## config.mk

```make
export PLATFORM = sky130hd
export DESIGN_NAME = lfsr_bank
export DESIGN_NICKNAME = d
export VERILOG_FILES = /design/src/rtl/lfsr_bank.sv
export SDC_FILE = /design/constraint.sdc
export NUM_CORES = 1
export LEC_CHECK = 0
export ABC_AREA = 1
export CAP_MARGIN = 0
export CORE_MARGIN = 8
export CORE_UTILIZATION = 30
export DETAILED_ROUTE_END_ITERATION = 8
export DONT_BUFFER_PORTS = 1
export SYNTH_ARGS = -nofsm -noshare
export SYNTH_HDL_FRONTEND = slang
export SYNTH_SLANG_ARGS = --single-unit
```

## constraint.sdc

```tcl
create_clock -name clk -period 1.45 [get_ports clk]
set_input_delay 0.2175 -clock clk [delete_from_list [all_inputs] [get_ports clk]]
set_output_delay 0.2175 -clock clk [all_outputs]
set_load 0.005 [all_outputs]
```

## src/rtl/lfsr_bank.sv

```systemverilog
// rtl/lfsr_bank.sv - multi-channel Fibonacci LFSR bank with valid/ready output stage
module lfsr_bank #(
  parameter int              WIDTH    = 10,
  parameter logic [WIDTH-1:0] TAPS    = 'h240,
  parameter int              CHANNELS = 4,
  parameter int              STEP     = 1,
  parameter int              CNT_W    = 16
) (
  input  logic                      clk,
  input  logic                      reset_n,
  input  logic [WIDTH-1:0]          seed,
  input  logic                      reseed_en,
  input  logic                      enable,
  input  logic                      out_ready,
  output logic                      out_valid,
  output logic [CHANNELS*WIDTH-1:0] rand_val,
  output logic [CNT_W-1:0]          seq_cnt,
  output logic                      seed_fix
);

  function automatic logic [WIDTH-1:0] advance_n(input logic [WIDTH-1:0] s);
    logic [WIDTH-1:0] t;
    t = s;
    for (int i = 0; i < STEP; i++) begin
      t = {t[WIDTH-2:0], ^(t & TAPS)};
    end
    return t;
  endfunction

  function automatic logic [WIDTH-1:0] rotl(input logic [WIDTH-1:0] v, input int r);
    logic [WIDTH-1:0] o;
    o = '0;
    for (int i = 0; i < WIDTH; i++) begin
      o[(i + r) % WIDTH] = v[i];
    end
    return o;
  endfunction

  logic [WIDTH-1:0]          state_q [CHANNELS];
  logic [WIDTH-1:0]          adv_d   [CHANNELS];
  logic [WIDTH-1:0]          seed_d  [CHANNELS];
  logic [CHANNELS-1:0]       zero_d;
  logic [CHANNELS*WIDTH-1:0] adv_flat;
  logic                      do_advance;
  logic                      do_drain;

  // A full output register may only be overwritten in the same cycle it is consumed.
  assign do_advance = enable && (!out_valid || out_ready);
  assign do_drain   = !enable && out_valid && out_ready;

  for (genvar c = 0; c < CHANNELS; c++) begin : g_ch
    localparam logic [WIDTH-1:0] CIDX = WIDTH'(c);
    logic [WIDTH-1:0] derived;

    assign derived   = rotl(seed, c % WIDTH) ^ CIDX;
    assign zero_d[c] = (derived == '0);
    // An all-zero LFSR state would lock up; substitute a channel-unique non-zero value.
    assign seed_d[c] = zero_d[c] ? ~CIDX : derived;
    assign adv_d[c]  = advance_n(state_q[c]);
    assign adv_flat[c*WIDTH +: WIDTH] = adv_d[c];
  end

  always_ff @(posedge clk or negedge reset_n) begin
    if (!reset_n) begin
      for (int c = 0; c < CHANNELS; c++) begin
        state_q[c] <= WIDTH'(c + 1);
      end
      out_valid <= 1'b0;
      rand_val  <= '0;
      seq_cnt   <= '0;
      seed_fix  <= 1'b0;
    end else begin
      seed_fix <= 1'b0;
      if (reseed_en) begin
        for (int c = 0; c < CHANNELS; c++) begin
          state_q[c] <= seed_d[c];
        end
        out_valid <= 1'b0;
        seq_cnt   <= '0;
        seed_fix  <= |zero_d;
      end else if (do_advance) begin
        for (int c = 0; c < CHANNELS; c++) begin
          state_q[c] <= adv_d[c];
        end
        rand_val  <= adv_flat;
        out_valid <= 1'b1;
        seq_cnt   <= seq_cnt + CNT_W'(1);
      end else if (do_drain) begin
        out_valid <= 1'b0;
      end
    end
  end

endmodule

```

# --- Word-level counts from Yosys, hierarchy flattened ---
# Cells that the tools add are included.
totals:
  register_bits: 98
  in_bits: 15
  out_inout_bits: 58
  elab_cells: 42
op_classes:
  addsub: 1
  mux: 12
  n_bitwise: 3
  n_reduce_logical: 18
op_table:
  columns: ["operator", "n"]
  rows:
  - ["two-way mux 40 bit", 2]
  - ["logical NOT 10 bit", 4]
  - ["two-way mux 10 bit", 4]
  - ["XOR reduction 10 bit", 4]
  - ["two-way mux 16 bit", 2]
  - ["adder 16 x 1 -> 16 bit, second input constant", 1]
  - ["two-way mux 1 bit", 4]
  - ["OR reduction 4 bit", 1]
  - ["logical AND 1 bit", 3]
  - ["nonzero test 3 bit", 1]
  - ["logical NOT 1 bit", 2]
  - ["inverter 1 bit", 2]
  - ["inverter 2 bit", 1]
  - ["AND reduction 2 bit", 1]
  - ["nonzero test 2 bit", 1]
  - ["logical OR 1 bit", 1]

# --- Longest topological paths before layout ---
logic_depth:
  depth_word: 6
  mapped_depth: 9
  depth_no_buf: 9

# --- Worst setup path after synthesis ---
# Ideal clock, no wire load.
synth_timing:
  path_type: "reg2reg"
  start: "register seq_cnt[0]"
  end: "register seq_cnt[8]"
  setup_ps: 123
  t_arrival_ps: 1154
  required_ps: 1327
  setup_slack_ps: 173
  path_stages_with_launch: 9
  n_path_buf: 0
  period_less_slack_ps: 1277
  cell_sequence: "dfrtp_1 ha_1 nand2_1 inv_1 nand2_1 nor2_1 nand2_1 o21ai_0 a21oi_1"
synth_via:
  elab_chain_len: 3
synth_rtl:
  columns: ["element", "line", "source"]
  rows:
  - ["start: declaration", "17", "output logic [CNT_W-1:0] seq_cnt,"]
  - ["start signal: assignment", "87", "seq_cnt <= seq_cnt + CNT_W'(1);"]
  - ["adder 16 x 1 -> 16 bit", "87", null]
  - ["two-way mux 16 bit", "81", "end else if (do_advance) begin"]
  - ["two-way mux 16 bit", "74", "if (reseed_en) begin"]
# No other way between the ends. The select of a mux whose other input is x is not followed.
# A chain may end at the register's enable or synchronous reset.

# --- Final worst setup path ---
layout_timing:
  start: "register out_valid"
  end: "register seq_cnt[10]"
layout_via:
  elab_chain_len: 4
layout_rtl:
  columns: ["element", "line", "source"]
  rows:
  - ["start: declaration", "15", "output logic out_valid,"]
  - ["start signal: assignment", "68", "out_valid <= 1'b0;"]
  - ["start signal: assignment", "78", "out_valid <= 1'b0;"]
  - ["start signal: assignment", "86", "out_valid <= 1'b1;"]
  - ["logical NOT 1 bit", "48", "assign do_advance = enable && (!out_valid || out_ready);"]
  - ["logical OR 1 bit", "48", null]
  - ["logical AND 1 bit", "48", null]
  - ["nonzero test 2 bit (no source line)", null, null]
# No other way between the ends.

==> metrics.md <==
| Metric | Value |
|---|---|
| GRT Total Usage | approximately an eighth |
| Pin count of the biggest net entering global routing | 99 |
| Area Overhead vs Synth | 12.81% |
| Vias | 3,273 |
| Die W | 136.0 um |
| LEAKAGE | roughly 2.5 nW |
| Rel. slew slack | a little under three quarters |
| Gp weighted congestion | 0.8432 |
| Vias per inst | 4.696 |
| Final net count | 524 |
| Core box area | approximately 0.014 mm2 |
| Avg WL per Cell | approximately 16 um |
| Period utilisation layout | 92.70% |
| Commonest non-fill, non-tap cells in the layout | nand2_1, dfrtp_1, inv_1, nor2_1, nand3_1 |
| Clock transition at path regs | roughly 0.07 ns |
| CP top delay family | simple AND/OR/NAND/NOR gates |
| DIE AREA | 0.01849 mm2 |
| Final Util | between 30% and 40% |
| Global-route wire length before repair | roughly 18,000 um |
| Power Total | about 0.0063 W |
| Setup violations, final | 0 |
| Die H | ~140 um |
| Slew at the pin closest to its max-slew limit | about 0.42 ns |
| Post-synthesis sequential element count | about 100 |
| Clk_skew | about 0.0081 ns |
| Hold slack final | -0.4356 ns |
| Initial DRC Count | about 240 |
| Final min period | between 1 and 1.5 ns |
| Multi-input gate area | around 0.0015 mm2 |
| Final Max Tran Viols | 0 |
| Syn avg cell area | roughly 8.7 um2 |
| Row count | 44 |
| CP Depth | 8 |
| Share of cells above drive strength 1 | 12.28% |
| Mapped Nets | a little over 500 |
| Synth unique cells | 34 |
| Post-DP Area | around 0.0046 mm2 |
| CTS root buf | clkbuf_16 |
| Max H-tree Level | 3 |
| Synth Instances | between 400 and 500 |
| Non-Filler Instances | 697 |
| # clock sinks | 98 |
| HP Class | in -> async |
| CP most frequent cell | nand2_1 |
| Startpoint types | register |
| Total routed wirelength | approximately 11,000 um |
| Max VDD drop | around 730 uV |
| Most common cell after layout, fill and taps aside | nand2_1 |
| CP max FO | 4 |
| Achievable Freq | approximately 740 MHz |
| Seq/Total Area, Yosys | between 50% and 60% |
| CP Capture Type | register |
| Crit path DAT | 1.63 ns |
| Max Cap Viol | 0 |
| First-pass iteration count of the detailed router | 5 |
| Final Hold Vio Count | roughly 100 |
| Boundary pin count | between 70 and 80 |
| TritonCTS Buffers | 9 |
| Antenna violations before repair | 0 |
| Syn Std Cell Area | ~0.0043 mm2 |
| Port Buffers | 0 |
| Status | finished with violations |
| Placed Cells | 679 |
| Post-synth top flop | dfrtp_1 |
| Final Cell Area | approximately 0.005 mm2 |
| Hold buffer count at CTS | 2 |
| Synth warn | 0 |
| Failing checks | negative hold slack |
| Remaining global-route overflow | 0 |
| RSZ-0062 raised after global routing | true |
| Reg area | 0.002459 mm2 |
| # fillers | 1,510 |
| Final antenna-violating net count | 0 |
| Clk_lat worst skew | between 0.3 and 0.4 ns |
| WS Path Type | reg -> reg |
| Hpwl dp | between 8000 and 9000 um |
| Critical path, cell by cell | nand2_2 -> nand2_4 -> buf_4 -> nor2_2 -> nand4_1 -> nand2_1 -> nand2_1 -> nor2_1 |
| P per Cell Area | about 1300 mW/mm2 |
| Post-CTS Setup Bufs | 0 |
| CTS tree | done |
| Drt drc | 0 |
| Max stage delay on crit path | between 0.4 and 0.5 ns |
| Buf/Inv on CP | 1 |
| Starting Density | a little under a third |
| Slowest cell on the critical path | dfrtp_1 |
| Vias in the first global route | 3,268 |
| WP data required | roughly 1.7 ns |
| EDFF count, synth | 0 |
| N_diodes | 0 |
| R2R depth | 8 |
| Post-synthesis async set-or-reset flop share | between 90% and 100% |
| Clock Path Buffers | 2 |
==> cell families after synthesis <==
kind of cell / Yosys count / share of synthesized area [%]
XOR/XNOR: 2 / 0.4058
buffers and inverters: 71 / 7.505
AND/OR/NAND/NOR: 275 / 27.93
flip-flops: 98 / 56.94
AO/OA/AOI/OAI: 50 / 6.926
adder cells (fa/ha/maj): 1 / 0.2897
==> metal layers <==
metal,wire length [um],vias to the layer above,global-route usage [%]
met5,0,-,0
met4,171,0,4.576
met3,973,14,5.322
met2,5151,78,19.19
met1,4893,1589,15.47
li1,-,1592,-
==> state kept, by name, summed over array words and instances, names as in the netlist <==
name	flops
adv_d	36
out_valid	1
rand_val	40
seed_fix	1
seq_cnt	16
state_q	4
==> what timing repair did <==
action                                  CTS  global route
endpoints found under the hold margin   104            98
gates resized for setup                   0             0
endpoints found under the setup margin    0             2
==> cell type report <==
cell class,count,area share (%)
clock buffers,13,5.137
clock inverters,3,0.8220
inverters,55,4.238
multi-input cells,328,31.52
flip-flops and latches,98,50.48
well taps,184,4.726
repair buffers,16,3.082
==> report_power, final <==
part           internal [W]  total (W)  switching, W
registers           0.00308    0.00334      0.000264
clock network       0.00138    0.00237      0.000990
logic              0.000220   0.000567      0.000347
total               0.00468    0.00628       0.00160
==> stage by stage <==
stage,setup TNS (ns),worst slack (ns)
5_1_grt,-0.01777,-0.01246
3_3_place_gp,0,0.1125
6_report,0,0.1059
4_1_cts,0,0.09819
3_5_place_dp,0,0.1163
2_1_floorplan,0,0.1727
==> synth_stat cells, types with 2 or more instances <==
| master | n | share of area (%) |
|---|---|---|
| nor3_1 | 4 | 0.46 |
| dfrtp_1 | 93 | 54 |
| o21ai_0 | 17 | 2.0 |
| nor2_1 | 33 | 2.9 |
| o2111ai_1 | 7 | 1.4 |
| buf_6 | 4 | 1.0 |
| a21oi_1 | 11 | 1.3 |
| buf_2 | 7 | 0.81 |
| dfstp_2 | 5 | 3.0 |
| buf_4 | 5 | 0.87 |
| nand4_1 | 12 | 1.7 |
| nand3_1 | 25 | 2.9 |
| nor2_4 | 4 | 1.0 |
| nand2_1 | 175 | 15 |
| inv_2 | 5 | 0.43 |
| inv_1 | 50 | 4.3 |
| o211ai_1 | 2 | 0.35 |
| nand2_2 | 6 | 0.87 |
| nor2_2 | 12 | 1.7 |
| o21ai_1 | 6 | 0.70 |
==> worst reg2reg max path: cells and delay by family, from the launching register on <==
family        cells  cell delay, ns
simple gates      7            0.72
flops             1            0.41
buf+inv           1            0.15
==> final timing paths <==
| kind | start | end | slack (ns) |
|---|---|---|---|
| setup / recovery | out_valid$_DFFE_PN0P_ | seq_cnt[10]$_DFFE_PN0P_ | 0.11 |
| hold / removal | reset_n | state_q[19]$_DFFE_PN0P_ | -0.44 |
| setup reg to reg | out_valid$_DFFE_PN0P_ | seq_cnt[10]$_DFFE_PN0P_ | 0.11 |
| hold reg to reg | adv_d[21]$_DFFE_PN0P_ | adv_d[21]$_DFFE_PN0P_ | 0.49 |
| max in group asynchronous | reset_n | adv_d[31]$_DFFE_PN1P_ | 1.67 |
| min in group clk | enable | out_valid$_DFFE_PN0P_ | 0.02 |
No activity file was read; power rests on OpenSTA's default activity.
